$ cat src/rtl/tmds_pkg.sv
// Shared TMDS definitions: control-token and guard-band codes plus the
// period-state enum used by both the encoder and the decoder.
package tmds_pkg;

  localparam logic [9:0] CTL_TOKEN_00 = 10'b1101010100;
  localparam logic [9:0] CTL_TOKEN_01 = 10'b0010101011;
  localparam logic [9:0] CTL_TOKEN_10 = 10'b0101010100;
  localparam logic [9:0] CTL_TOKEN_11 = 10'b1010101011;

  // Guard-band code differs by channel: channels 0 and 2 share one code.
  localparam logic [9:0] GB_CODE_02 = 10'b1011001100;
  localparam logic [9:0] GB_CODE_1  = 10'b0100110011;

  typedef enum logic [1:0] {
    CTRL  = 2'd0,
    GUARD = 2'd1,
    VIDEO = 2'd2
  } period_e;

endpackage

$ cat src/rtl/tmds_sym_dec.sv
// Combinational TMDS video-symbol decode (10b to 8b) and 10-bit popcount
// used for running-disparity tracking.
module tmds_sym_dec
  import tmds_pkg::*;
(
  input  logic [9:0] sym,
  output logic [7:0] data,
  output logic [3:0] ones
);

  logic [7:0] d;

  always_comb begin
    d       = sym[9] ? ~sym[7:0] : sym[7:0];
    data    = '0;
    data[0] = d[0];
    // sym[8] selects the XOR (1) or XNOR (0) transition chain used by the encoder.
    for (int i = 1; i < 8; i++) begin
      data[i] = sym[8] ? (d[i] ^ d[i-1]) : ~(d[i] ^ d[i-1]);
    end
  end

  always_comb begin
    ones = '0;
    for (int i = 0; i < 10; i++) begin
      ones = ones + {3'b000, sym[i]};
    end
  end

endmodule

$ cat src/rtl/tmds_dec.sv
// Per-channel TMDS symbol decoder: classifies each aligned symbol, recovers
// pixel/control/guard information, tracks running disparity and channel lock.
module tmds_dec
  import tmds_pkg::*;
#(
  parameter int TMDS_CHANNEL = 0,
  parameter int LOCK_CNT     = 8,
  parameter int ERR_MAX      = 4,
  parameter int DISP_MAX     = 12
) (
  input  logic       clk_i,
  input  logic       rst_n_i,
  input  logic [9:0] tmds_data_i,
  output logic [7:0] px_data_o,
  output logic       px_data_val_o,
  output logic       gb_o,
  output logic       ctl_0_o,
  output logic       ctl_1_o,
  output logic       sym_err_o,
  output logic       locked_o
);

  // Stream interface: no valid/ready handshake and no backpressure; every
  // clock consumes exactly one symbol and produces one output set.

  localparam int OK_W  = $clog2(LOCK_CNT + 1);
  localparam int ERR_W = $clog2(ERR_MAX + 1);
  localparam logic [OK_W-1:0]  OK_TOP  = OK_W'(LOCK_CNT);
  localparam logic [ERR_W-1:0] ERR_TOP = ERR_W'(ERR_MAX);
  localparam logic [9:0] GB_CODE = (TMDS_CHANNEL == 1) ? GB_CODE_1 : GB_CODE_02;
  localparam logic signed [6:0] RD_MAX   = 7'sd31;
  localparam logic signed [6:0] RD_MIN   = -7'sd31;
  localparam logic signed [6:0] DISP_LIM = 7'(DISP_MAX);

  // ---------------------------------------------------------------- stage 1
  logic       in_ctrl;
  logic [1:0] in_ctl;
  logic       in_gb_code;

  period_e    period_q;
  logic [9:0] s1_sym;
  logic       s1_vld;
  logic       s1_ctrl;
  logic       s1_gb;
  logic [1:0] s1_ctl;
  logic       s1_lock;
  logic       s1_video;

  always_comb begin
    in_ctrl = 1'b1;
    in_ctl  = 2'b00;
    case (tmds_data_i)
      CTL_TOKEN_00: in_ctl = 2'b00;
      CTL_TOKEN_01: in_ctl = 2'b01;
      CTL_TOKEN_10: in_ctl = 2'b10;
      CTL_TOKEN_11: in_ctl = 2'b11;
      default:      in_ctrl = 1'b0;
    endcase
    in_gb_code = (tmds_data_i == GB_CODE);
  end

  // Period FSM together with the registered classification flags.
  always_ff @(posedge clk_i or negedge rst_n_i) begin
    if (!rst_n_i) begin
      period_q <= CTRL;
      s1_sym   <= '0;
      s1_vld   <= 1'b0;
      s1_ctrl  <= 1'b0;
      s1_gb    <= 1'b0;
      s1_ctl   <= 2'b00;
      s1_lock  <= 1'b0;
    end else begin
      s1_vld  <= 1'b1;
      s1_sym  <= tmds_data_i;
      s1_ctl  <= in_ctl;
      s1_lock <= locked_o;
      if (in_ctrl) begin
        period_q <= CTRL;
        s1_ctrl  <= 1'b1;
        s1_gb    <= 1'b0;
      end else if (in_gb_code && (period_q != VIDEO)) begin
        period_q <= GUARD;
        s1_ctrl  <= 1'b0;
        s1_gb    <= 1'b1;
      end else begin
        // Inside VIDEO a guard-band code is just pixel data.
        period_q <= VIDEO;
        s1_ctrl  <= 1'b0;
        s1_gb    <= 1'b0;
      end
    end
  end

  assign s1_video = s1_vld && !s1_ctrl && !s1_gb;

  // ---------------------------------------------------------------- stage 2
  logic [7:0]        dec_data;
  logic [3:0]        sym_ones;
  logic signed [5:0] rd_q;
  logic signed [6:0] rd_sum;
  logic signed [6:0] rd_sat;
  logic              disp_err;
  logic [OK_W-1:0]   ok_cnt;
  logic [ERR_W-1:0]  err_cnt;

  tmds_sym_dec u_sym_dec (
    .sym  (s1_sym),
    .data (dec_data),
    .ones (sym_ones)
  );

  // Each symbol shifts disparity by (ones - zeros) = 2*ones - 10.
  assign rd_sum = {rd_q[5], rd_q} + {2'b00, sym_ones, 1'b0} - 7'sd10;

  always_comb begin
    rd_sat = rd_sum;
    if (rd_sum > RD_MAX) begin
      rd_sat = RD_MAX;
    end else if (rd_sum < RD_MIN) begin
      rd_sat = RD_MIN;
    end
    disp_err = (rd_sat > DISP_LIM) || (rd_sat < -DISP_LIM);
  end

  always_ff @(posedge clk_i or negedge rst_n_i) begin
    if (!rst_n_i) begin
      px_data_o     <= '0;
      px_data_val_o <= 1'b0;
      gb_o          <= 1'b0;
      ctl_0_o       <= 1'b0;
      ctl_1_o       <= 1'b0;
      sym_err_o     <= 1'b0;
      rd_q          <= '0;
      ok_cnt        <= '0;
      err_cnt       <= '0;
    end else begin
      gb_o          <= s1_gb;
      px_data_val_o <= s1_video && s1_lock;
      sym_err_o     <= s1_video && disp_err;

      if (s1_ctrl) begin
        ctl_0_o <= s1_ctl[0];
        ctl_1_o <= s1_ctl[1];
      end

      if (s1_video) begin
        px_data_o <= dec_data;
      end

      if (s1_ctrl || s1_gb) begin
        rd_q <= '0;
      end else if (s1_video) begin
        rd_q <= disp_err ? 6'sd0 : rd_sat[5:0];
      end

      if (s1_ctrl) begin
        ok_cnt <= (ok_cnt == OK_TOP) ? ok_cnt : ok_cnt + OK_W'(1);
      end else begin
        ok_cnt <= '0;
      end

      if (s1_video && disp_err) begin
        err_cnt <= (err_cnt == ERR_TOP) ? err_cnt : err_cnt + ERR_W'(1);
      end else begin
        err_cnt <= '0;
      end
    end
  end

  // Lock follows the counters one cycle later; loss of lock has priority.
  always_ff @(posedge clk_i or negedge rst_n_i) begin
    if (!rst_n_i) begin
      locked_o <= 1'b0;
    end else if (err_cnt == ERR_TOP) begin
      locked_o <= 1'b0;
    end else if (ok_cnt == OK_TOP) begin
      locked_o <= 1'b1;
    end
  end

endmodule

$ cat config.mk
export PLATFORM = sky130hd
export DESIGN_NAME = tmds_dec
export DESIGN_NICKNAME = d
export VERILOG_FILES = /design/src/rtl/tmds_pkg.sv /design/src/rtl/tmds_sym_dec.sv /design/src/rtl/tmds_dec.sv
export SDC_FILE = /design/constraint.sdc
export NUM_CORES = 1
export LEC_CHECK = 0
export BUFFER_PORTS_ARGS = -buffer_cell sky130_fd_sc_hd__buf_2
export CAP_MARGIN = 15
export CELL_PAD_IN_SITES_DETAIL_PLACEMENT = 1
export CELL_PAD_IN_SITES_GLOBAL_PLACEMENT = 2
export CORE_ASPECT_RATIO = 0.8
export CORE_MARGIN = 2
export CORE_UTILIZATION = 38
export DETAILED_ROUTE_END_ITERATION = 8
export HOLD_SLACK_MARGIN = 0.08
export PLACE_DENSITY_LB_ADDON = 0.1
export SYNTH_ARGS = -nofsm -noshare
export SYNTH_HDL_FRONTEND = slang
export SYNTH_SLANG_ARGS = --single-unit
$ cat constraint.sdc
create_clock -name clk_i -period 6.6 [get_ports clk_i]
set_clock_uncertainty 0.05 [all_clocks]
set_input_delay 0.99 -clock clk_i [delete_from_list [all_inputs] [get_ports clk_i]]
set_output_delay 0.99 -clock clk_i [all_outputs]
set_load 0.005 [all_outputs]
After elaboration in Yosys (flattened, before gate mapping)

Cells that the tools add are included.

Add/subtract/negate cells: 13
Order comparisons: 4
Equal/unequal tests: 10
Multiplexer cells: 26
Bitwise operators: 15
Reduce and logical (&&, ||, !) cells: 12

Operators with widths:

| cell                   | count |
|---|---|
| $add A4 B1 Y4          | 8 |
| $eq A10 B10 Y1 const B | 3 |
| $mux W6                | 3 |
| $mux W7                | 2 |
| $mux W1                | 13 |
| $eq A10 B8 Y1 const B  | 1 |
| $eq A10 B9 Y1 const B  | 1 |
| $mux W4                | 2 |
| $mux W8                | 1 |
| $not A8 Y8             | 1 |
| $add A6 B6 Y7          | 1 |
| $gt A7 B5 Y1 const B   | 1 |
| $gt A7 B6 Y1 const B   | 1 |
| $lt A7 B5 Y1 const B   | 1 |
| $lt A7 B6 Y1 const B   | 1 |
| $not A1 Y1             | 7 |
| $sub A7 B4 Y7 const B  | 1 |
| $xor A1 B1 Y1          | 7 |
| $mux W3                | 2 |
| $ne A2 B2 Y1 const B   | 3 |
| $pmux W2 S3            | 1 |
| $logic_and A1 B1 Y1    | 5 |
| $add A4 B1 Y4 const B  | 1 |
| $eq A4 B4 Y1 const B   | 1 |
| other kinds (8)        | 12 |

Register bits: 45
Input port bits: 12

Depth between registers and ports, before layout

Gate-level depths: netlist of the first run.

Depth in word-level cells: 19
Gate-level depth with buffers: 18

Modules after synthesis

Synthesis of the first run repeated with hierarchy kept, for this count alone.

Cells, all modules: 227
Area total of the unflattened synthesis: 2,329.7 µm²

By module, submodules not included:

| module       | instances | cells each | area an instance (µm²) | sequential area each (µm²) |
|---|---|---|---|---|
| tmds_dec     | 1         | 187        | 1,994.4                | 1,101.1 |
| tmds_sym_dec | 1         | 40         | 335.3                  | 0.0 |

Worst setup path before layout of the first run

No wires, ideal clock.

Path kind: reg-to-reg
Start point: register s1_sym[0]
End point: register rd_q[0]
Setup time: 118 ps
Arrival: 4,835 ps
Data required time: 6,432 ps
Path slack: 1,596 ps
Cell stages (with the launch flop): 19
Cells stage by stage: dfrtp_1 ha_1 inv_1 fa_1 fa_1 fa_1 inv_1 fa_1 inv_1 fa_1 ha_1 inv_1 ha_1 fa_1 nand3_1 nand2_1 or3_4 o21a_1 o2bb2a_4

Word-level cells in the longest chain between the ends: 19
Elaborated cells between the ends (all ways): 21
Those cells by class: add/sub (11); order compare (4); mux (5); reduce/logical (1)

Ends and longest elaborated chain:

| item                                                | line               | text |
|---|---|---|
| start: declaration                                  | tmds_dec.sv:41     | `logic [9:0] s1_sym;` |
| start signal: assignment                            | tmds_dec.sv:74     | `s1_sym <= tmds_data_i;` |
| $add A1 B1 Y2 (*)                                   | tmds_sym_dec.sv:26 | `ones = ones + {3'b000, sym[i]};` |
| $add A4 B1 Y4 (*) (8 in a row)                      | tmds_sym_dec.sv:26 |  |
| $add A6 B6 Y7 (*)                                   | tmds_dec.sv:113    | `assign rd_sum = {rd_q[5], rd_q} + {2'b00, sym_ones, 1'b0} - 7'sd10;` |
| $sub A7 B4 Y7 (*)                                   | tmds_dec.sv:113    |  |
| $lt A7 B6 Y1                                        | tmds_dec.sv:119    | `end else if (rd_sum < RD_MIN) begin` |
| $mux W7                                             | tmds_dec.sv:119    |  |
| $mux W7 (*)                                         | tmds_dec.sv:117    | `if (rd_sum > RD_MAX) begin` |
| $gt A7 B5 Y1 / $lt A7 B5 Y1 (equally long branches) | tmds_dec.sv:122    | `disp_err = (rd_sat > DISP_LIM) \|\| (rd_sat < -DISP_LIM);` |
| $logic_or A1 B1 Y1                                  | tmds_dec.sv:122    |  |
| $mux W6 (*)                                         | tmds_dec.sv:153    | `rd_q <= disp_err ? 6'sd0 : rd_sat[5:0];` |
| $mux W6 (*)                                         | tmds_dec.sv:152    | `end else if (s1_video) begin` |
| $mux W6 (*)                                         | tmds_dec.sv:150    | `if (s1_ctrl \|\| s1_gb) begin` |
| end signal: assignment                              | tmds_dec.sv:153    |  |
| end: declaration                                    | tmds_dec.sv:99     | `logic signed [5:0] rd_q;` |

Every way passes the cells marked *; elsewhere a longest branch is shown, timed or not. The select of a mux whose other input is x is not followed.
A chain may end at the register's enable or synchronous reset.

Final worst setup path of the first run

Start point: register s1_sym[0]
End point: register err_cnt[2]

Word-level cells in the longest chain between the ends: 18
Elaborated cells between the ends (all ways): 21
Those cells by class: add/sub (11); order compare (4); eq/ne (1); mux (3); reduce/logical (2)

Ends and longest elaborated chain:

| item                                                     | line               | text |
|---|---|---|
| $add A1 B1 Y2 (*)                                        | tmds_sym_dec.sv:26 |  |
| $add A4 B1 Y4 (*) (8 in a row)                           | tmds_sym_dec.sv:26 |  |
| $add A6 B6 Y7 (*)                                        | tmds_dec.sv:113    |  |
| $sub A7 B4 Y7 (*)                                        | tmds_dec.sv:113    |  |
| $lt A7 B6 Y1                                             | tmds_dec.sv:119    |  |
| $mux W7                                                  | tmds_dec.sv:119    |  |
| $mux W7 (*)                                              | tmds_dec.sv:117    |  |
| $gt A7 B5 Y1 / $lt A7 B5 Y1 (equally long branches)      | tmds_dec.sv:122    |  |
| $logic_or A1 B1 Y1 (*)                                   | tmds_dec.sv:122    |  |
| $logic_and A1 B1 Y1 (*)                                  | tmds_dec.sv:162    | `if (s1_video && disp_err) begin` |
| $ne A2 B2 Y1 (no line) / $mux W3 (equally long branches) | --                 |  |
| end signal: assignment                                   | tmds_dec.sv:163    | `err_cnt <= (err_cnt == ERR_TOP) ? err_cnt : err_cnt + ERR_W'(1);` |
| end: declaration                                         | tmds_dec.sv:104    | `logic [ERR_W-1:0] err_cnt;` |

Every way passes the cells marked *; elsewhere a longest branch is shown, timed or not.

==> summary.md, run 1 <==
| Metric | Value |
|---|---|
| Status | complete, no violations |
| Clock latency on the worst-skew pair | 0.30 ns |
| Final setup fails | 0 |
| Pwr Density | 391.3 mW/mm^2 |
| Met1 WL | 2299 microns |
| Post_cts resized | 0 |
| Crit-path max FO | 6 |
| Tot GR Track Use | 15.38% |
| DRC | 0 |
| DR pass1 iterations | 4 |
| DR WL/cell | 13.85 microns |
| Synth Flop Type | dfrtp_1 |
| Core Area | 0.005849 sq mm |
| Syn nets | 251 |
| Antenna diodes | 0 |
| Drt via density | 4.639 |
| TritonCTS Buffers | 5 |
| Post-Synth Simple-Gate Area | 12.58% |
| Final setup margin | 1.322 ns |
| Hold Path Depth | 0 |
| Uppermost layer routed | met4 |
| Final Hold Fails | 0 |
| CTS max path bufs | 2 |
| Metal2 WL | 2063 microns |
| CTS Root Cell | clkbuf_8 |
| Gpl congestion | 0.8415 |
| FF-to-FF path depth | 18 |
| Clock sinks | 44 |
| Main combinational cell family by area after synthesis | adder cells |
| Maximum VDD drop | 0.1357 mV |
| Post-DRT Antenna Nets | 0 |
| Final period util | 79.97% |
| CP endpoint kind | flop |
| Post-layout min period | 5.278 ns |
| 1st-iter DRT viols | 31 |
| Worst Tran Pin Value | 0.9919 ns |
| Layout cell share with drive strength beyond 1 | 15.45% |
| Post-CTS Setup Bufs | 0 |
| Register area share after synthesis | 48.11% |
| Syn Area/Cell | 10.64 sq um |
| Clk slew on worst S/H paths | 0.09 ns |
| Initial Util | 39.12% |
| Crit path required time | 6.72 ns |
| Compound-Gate Fraction of Synth Area | 9.787% |
| Final nets | 281 |
| Hold WC Path Type | flop to flop |
| Max_cap viols | 0 |
| Total gr overflow | 0 |
| Synth Register Bits | 44 |
| Die height | 73.41 microns |
| Arrival time worst endpoint | 5.40 ns |
| Lkg Pwr | 0.001324 uW |
| Area Overhead vs Synth | 14.87% |
| Max_slew headroom | 33.88% |
| EDFF count, synth | 0 |
| Global-route wire length before repair | 7852 microns |
| Cell Area, Synth | 0.002288 sq mm |
| F_max | 189.5 MHz |
| Pre-CTS setup slack | 1.343 ns |
| Hold_buf cts | 0 |
| Final Util | 44.94% |
| Die area | 0.006663 sq mm |
| Die width | 90.76 microns |
| Vias in the first global route | 1,649 |
| Ys async rst share | 100.0% |
| CTS tree | built |
| Via count | 1,517 |
| Startpoint types | flop |
| Critical Setup Path Class | flop to flop |
| Mux contribution to synthesized area | 1.859% |
| Mapped Cells | 215 |
| Synth Area in Adders | 15.42% |
| TNS Setup | 0 ns |
| Antenna violations before repair | 0 |
| Largest net degree at the start of global routing | 45 |
| Yosys warns | 0 |
| DPL Wire Length | 3467 microns |
| RSZ-0062 raised after global routing | false |
| I/O Buffers | 25 |
| Synth Area in XOR/XNOR | 6.506% |
| Pins over their slew limit | 0 |
| Hold Slack | 0.3600 ns |
| # rows | 25 |
| Met3 wire len | 127 microns |
| H-tree Lvls | 2 |
| I/O Pins | 26 |
| DRT Wirelength | 4530 microns |
| Distinct cells, synth | 32 |
-- area by class of cell --
type                       instances  area (sq um)
inverter                          32         120.1
clock buffer                       6         82.58
tap                               81         101.3
timing repair buffer              25         125.1
multi-input combinational        137          1060
sequential                        44          1101
fill                             682          3221
clock inverter                     2         38.79
-- cell families (layout without fill, tap and decap cells) --
kind of cell	after synthesis	count (layout)
muxes	4	4
DFF	44	44
adders and majority gates	24	24
buffers and inverters	34	65
other	1	1
xor gates and xnor gates	17	17
and+or+nand+nor	56	56
AOI/OAI and AO/OA	35	35
-- Yosys cell counts, types with 3 or more instances --
| cell type | number | area [sq um] |
|---|---|---|
| and2_1 | 4 | 25.02 |
| nor3_1 | 3 | 15.01 |
| nor4bb_1 | 3 | 30.03 |
| fa_1 | 7 | 140.1 |
| nor2_1 | 10 | 37.54 |
| ha_1 | 17 | 212.7 |
| nand2_1 | 22 | 82.58 |
| a21oi_1 | 8 | 40.04 |
| xor2_1 | 3 | 26.28 |
| inv_1 | 32 | 120.1 |
| o21ai_0 | 15 | 75.07 |
| nand3_1 | 4 | 20.02 |
| and3_1 | 3 | 18.77 |
| xnor2_1 | 14 | 122.6 |
| dfrtp_1 | 44 | 1101 |
-- power breakdown --
part / total, uW / leakage, uW / internal, uW / switching [uW]
sequential: 319 / 0.000563 / 300 / 19.2
combinational: 489 / 0.000700 / 210 / 279
clock: 220 / 0.0000614 / 124 / 96.6
-- final timing paths --
path                       startpoint            to  slack [ns]
setup / recovery            s1_sym[0]    err_cnt[2]        1.32
hold / removal               locked_o       s1_lock        0.36
setup reg to reg            s1_sym[0]    err_cnt[2]        1.32
hold reg to reg              locked_o       s1_lock        0.36
max in group asynchronous     rst_n_i      locked_o        5.08
min in group asynchronous     rst_n_i  px_data_o[6]        0.79
-- per-stage QoR --
stage	instance area (sq um)	power, uW	instances
finish	2629	1029	327
floorplan	2288	695.6	215
detailed placement	2507	810.2	319
global route	2629	1122	327
CTS	2629	1037	327
global placement	2507	811.8	319
-- cells in the final DEF, fill, tap and decap left out, types with 3 or more instances in the layout --
master and count:
nor4bb_1 3, and2_1 4, o21ai_0 15, nor2_1 10, nand2_1 22, nand3_1 4, nor3_1 3, clkbuf_8 6
dfrtp_1 44, xnor2_1 14, inv_1 32, xor2_1 3, buf_2 25, and3_1 3, a21oi_1 8, ha_1 17
fa_1 7
-- flip-flops by register name, summed over array words and instances, names as in the netlist --
signal	cells
s1_sym	10
px_data_o	8
rd_q	6
ok_cnt	4
err_cnt	3
period_q	2
s1_ctl	2
ctl_0_o	1
ctl_1_o	1
gb_o	1
locked_o	1
px_data_val_o	1
s1_ctrl	1
s1_lock	1
s1_vld	1
sym_err_o	1
-- layer usage --
layer / global-route usage, % / vias to the layer above
li1: - / 759
met1: 20.53 / 734
met2: 25.29 / 20
met3: 3.385 / 4
met4: 5.128 / 0
met5: 0 / -
-- worst max-delay path, cell delays in order, from the launching register on --
cell,delay [ns]
dfrtp_1,0.41
ha_1,0.32
inv_1,0.06
fa_1,0.49
fa_1,0.43
fa_1,0.49
inv_1,0.04
fa_1,0.38
inv_1,0.08
fa_1,0.41
ha_1,0.28
inv_1,0.04
ha_1,0.22
fa_1,0.41
nand3_1,0.11
nand2_1,0.14
or3_4,0.37
o211ai_1,0.31
nor3_1,0.11
No activity file was read; power rests on OpenSTA's default activity.
==> run 2: changes to the inputs <==
--- a/config.mk
+++ b/config.mk
@@ -5,13 +5,14 @@
 export SDC_FILE = /design/constraint.sdc
 export NUM_CORES = 1
 export LEC_CHECK = 0
+export ABC_AREA = 1
 export BUFFER_PORTS_ARGS = -buffer_cell sky130_fd_sc_hd__buf_2
 export CAP_MARGIN = 15
 export CELL_PAD_IN_SITES_DETAIL_PLACEMENT = 1
 export CELL_PAD_IN_SITES_GLOBAL_PLACEMENT = 2
 export CORE_ASPECT_RATIO = 0.8
 export CORE_MARGIN = 2
-export CORE_UTILIZATION = 38
+export CORE_UTILIZATION = 32
 export DETAILED_ROUTE_END_ITERATION = 8
 export HOLD_SLACK_MARGIN = 0.08
 export PLACE_DENSITY_LB_ADDON = 0.1
==> constraint.sdc (replaced) <==
create_clock -name clk_i -period 4.75 [get_ports clk_i]
set_clock_uncertainty 0.05 [all_clocks]
set_input_delay 0.7125 -clock clk_i [delete_from_list [all_inputs] [get_ports clk_i]]
set_output_delay 0.7125 -clock clk_i [all_outputs]
set_load 0.005 [all_outputs]
==> summary.md, run 2 <==
| Metric | Value |
|---|---|
| Status | complete, but fails checks |
| Violated checks | negative setup slack |
| CTS tree | built |
| Sw Pwr | 814.0 uW (+110%) |
| I/O Pins | 26 (unchanged) |
| Antenna diodes | 0 (unchanged) |
| Maximum VDD drop | 0.2383 mV (+76%) |
| Yosys top cell area share | 46.27% (-1.8 points) |
| DRT Wirelength | 5172 microns (+14%) |
| Critical R2R Capture | rd_q[4] |
| Yosys warns | 0 (unchanged) |
| Internal portion of total power | 1096 uW (+73%) |
| H-tree Lvls | 2 (unchanged) |
| Slowest Stage Delay on Critical Path | 0.51 ns (+0.02 ns) |
| Crit-path max FO | 5 (-1) |
| Syn Area/Cell | 8.913 sq um (-16%) |
| TNS Setup | -2.368 ns (-2.368 ns) |
| Critical path's slowest cell | fa_1 |
| Largest net degree at the start of global routing | 45 (unchanged) |
| Global-route wire length before repair | 8659 microns (+10%) |
| 1st-iter DRT viols | 30 (-3.2%) |
| Crit path required time | 4.89 ns (-1.83 ns) |
| Ys async rst share | 100.0% (unchanged) |
| Worst Tran Pin Value | 0.7370 ns (-0.2549 ns) |
| Syn nets | 303 (+21%) |
| DPL Wire Length | 3956 microns (+14%) |
| Die area | 0.008147 sq mm (+22%) |
| CTS Root Cell | clkbuf_8 |
| Antenna violations before repair | 0 (unchanged) |
| Cell mode on critical path | fa_1 |
| Core Area | 0.007287 sq mm (+25%) |
| Register area share after synthesis | 46.27% (-1.8 points) |
| Cell with the most instances after synthesis | nand2_1 |
| FF-to-FF path depth | 26 (+8) |
| Startpoint types | flop |
| Lkg Pwr | 0.001566 uW (+18%) |
| Die width | 100.4 microns (+11%) |
| Layout cell share with drive strength beyond 1 | 25.16% (+9.7 points) |
| DR WL/cell | 12.80 microns (-7.6%) |
| RSZ-0062 raised after global routing | true |
| F_max | 198.9 MHz (+5.0%) |
| Synth Register Bits | 44 (unchanged) |
| Worst r2r src | s1_sym[1] |
| Final nets | 349 (+24%) |
| Post-DRT Antenna Nets | 0 (unchanged) |
| Sequential fraction of design power | 23.1% (-8.0 points) |
| EDFF count, synth | 0 (unchanged) |
| Clock latency on the worst-skew pair | 0.30 ns (about the same) |
| Pins over their slew limit | 0 (unchanged) |
| DRC | 0 (unchanged) |
| Pwr Density | 649.7 mW/mm^2 (+66%) |
| Die height | 81.13 microns (+11%) |
| Max FFs per register | 10 (unchanged) |
| Via count | 1,774 (+17%) |
| Vias in the first global route | 1,809 (+9.7%) |
| Gpl congestion | 0.7494 (-11%) |
| Clk slew on worst S/H paths | 0.09 ns (about the same) |
| Max_cap viols | 0 (unchanged) |
| Worst R2R Setup Slack | -0.28 ns (-1.60 ns) |
| Top Registers | s1_sym: 10 flops, px_data_o: 8 flops, rd_q: 6 flops |
| Synth area leaders | dfrtp_1, ha_1, nand2_1 |
| Clock network fraction of total power | 16.3% (-5.1 points) |
| Comb pwr share | 60.7% (+13 points) |
| Arrival time worst endpoint | 5.17 ns (-0.23 ns) |
| Sw frac | 42.63% (+4.2 points) |
| Commonest cells after routing, fill and taps aside | nand2_1, inv_1, dfrtp_1 |
| Final setup margin | -0.2771 ns (-1.599 ns) |
| Synth Flop Type | dfrtp_1 |
| Final setup fails | 10 (+10) |
| Mapped Cells | 267 (+24%) |
| Clock sinks | 44 (unchanged) |
| Critical Setup Path Class | flop to flop |
| Max_slew headroom | 50.49% (+17 points) |
| Hold WC Path Type | primary input to async pin |
| Post-synth top cells | nand2_1, inv_1, dfrtp_1 |
| Post-layout min period | 5.027 ns (-0.2513 ns) |
| Drt via density | 4.391 (-5.3%) |
| Area Overhead vs Synth | 23.50% |
| Hold_buf cts | 0 (unchanged) |
| Commonest non-fill, non-tap cell in the layout | nand2_1 |
| Distinct cells, synth | 22 (-31%) |
| Cell Area, Synth | 0.002380 sq mm (+4.0%) |
| CP endpoint kind | flop |
| Initial Util | 32.66% (-6.5 points) |
| Total gr overflow | 0 (unchanged) |
| TritonCTS Buffers | 5 (unchanged) |
| Most flop-heavy register | s1_sym |
| I/O Buffers | 25 (unchanged) |
| CTS max path bufs | 2 (unchanged) |
| Area leader, netlist | dfrtp_1 |
| DR pass1 iterations | 4 (unchanged) |
| Final period util | 105.8% (+26 points) |
| Pwr Total | 1910 uW (+86%) |
| Final Hold Fails | 0 (unchanged) |
| # rows | 28 (+12%) |
| Tot GR Track Use | 13.86% (-1.5 points) |
[run 2: changes by cell type after synthesis, moves of 4 or more]
cell / delta
nand2_1: +33
inv_1: +20
nor2_1: +16
xnor2_1: -12
xor2_1: +10
nand2_2: +7
nand3_1: +6
nand3_2: +5
and2_1: -4
[run 2: repair_timing]
action,4_1_cts,5_1_grt
endpoints found under the hold margin,0,0
pin swaps,0,1
setup buffers,2,2
endpoints found under the setup margin,10,10
gates resized for setup,5,12
[run 2: worst max-delay path by stage]
stage                     slack (ns)  cells past startpoint          to      start
after detailed placement       -0.28                     26     rd_q[4]  s1_sym[0]
final                          -0.28                     26     rd_q[4]  s1_sym[1]
after global placement         -0.20                     25     rd_q[4]  s1_sym[1]
after global routing           -0.53                     26     rd_q[4]  s1_sym[0]
after floorplan                -0.09                     26     rd_q[4]  s1_sym[1]
after CTS                      -0.27                     25  err_cnt[1]  s1_sym[0]
[run 2: critical path: cells and delay by family (launching register included)]
family | cells | cell delay, ns
adder cells (fa/ha/maj) | 9 | 3.41
AND/OR/NAND/NOR | 12 | 0.81
buffers and inverters | 5 | 0.21
flip-flops | 1 | 0.42
[run 2: cell families after synthesis]
kind of cell             Yosys count  share of synthesized area [%]
other                              1                         0.1576
AO/OA/AOI/OAI                     19                          4.206
flip-flops                        44                          46.27
XOR/XNOR                          15                          5.521
adder cells (fa/ha/maj)           24                          14.83
AND/OR/NAND/NOR                  108                          20.14
buffers and inverters             56                          8.885
[run 2: final cells by class]
class	instances	area, sq um
Tap cell	90	112.6
Multi-Input combinational cell	167	1140
Timing Repair Buffer	42	265.3
Clock inverter	2	38.79
Inverter	53	198.9
Fill cell	858	4348
Sequential cell	44	1101
Clock buffer	6	82.58
[run 2: through the flow]
| step | utilization, % | worst slack [ns] | std cells | area, sq um | hold WS [ns] |
|---|---|---|---|---|---|
| detailed placement | 37.12 | -0.2822 | 391 | 2705 | 0.3353 |
| finish | 40.33 | -0.2771 | 404 | 2939 | 0.1998 |
| CTS | 39.30 | -0.2734 | 401 | 2864 | 0.3552 |
| global route | 40.33 | -0.5329 | 404 | 2939 | 0.1902 |
| global placement | 37.12 | -0.1992 | 391 | 2705 | 0.3439 |
| floorplan | - | -0.08660 | 267 | 2390 | 0.3459 |
[run 2: power by group through the flow]
| stage | sequential, uW | clock, uW | combinational [uW] |
|---|---|---|---|
| 6_report | 440 | 311 | 1160 |
| 5_1_grt | 447 | 336 | 1310 |
| 4_1_cts | 442 | 319 | 1040 |
| 3_5_place_dp | 448 | 0 | 980 |
| 3_3_place_gp | 448 | 0 | 980 |
| 2_1_floorplan | 445 | 0 | 640 |
[run 2: routing by layer]
metal | track usage [%] | part of all wire [%]
met1 | 18.86 | 49
met2 | 22.48 | 46
met3 | 3.098 | 3.9
met4 | 3.699 | 0.81
met5 | 0 | 0
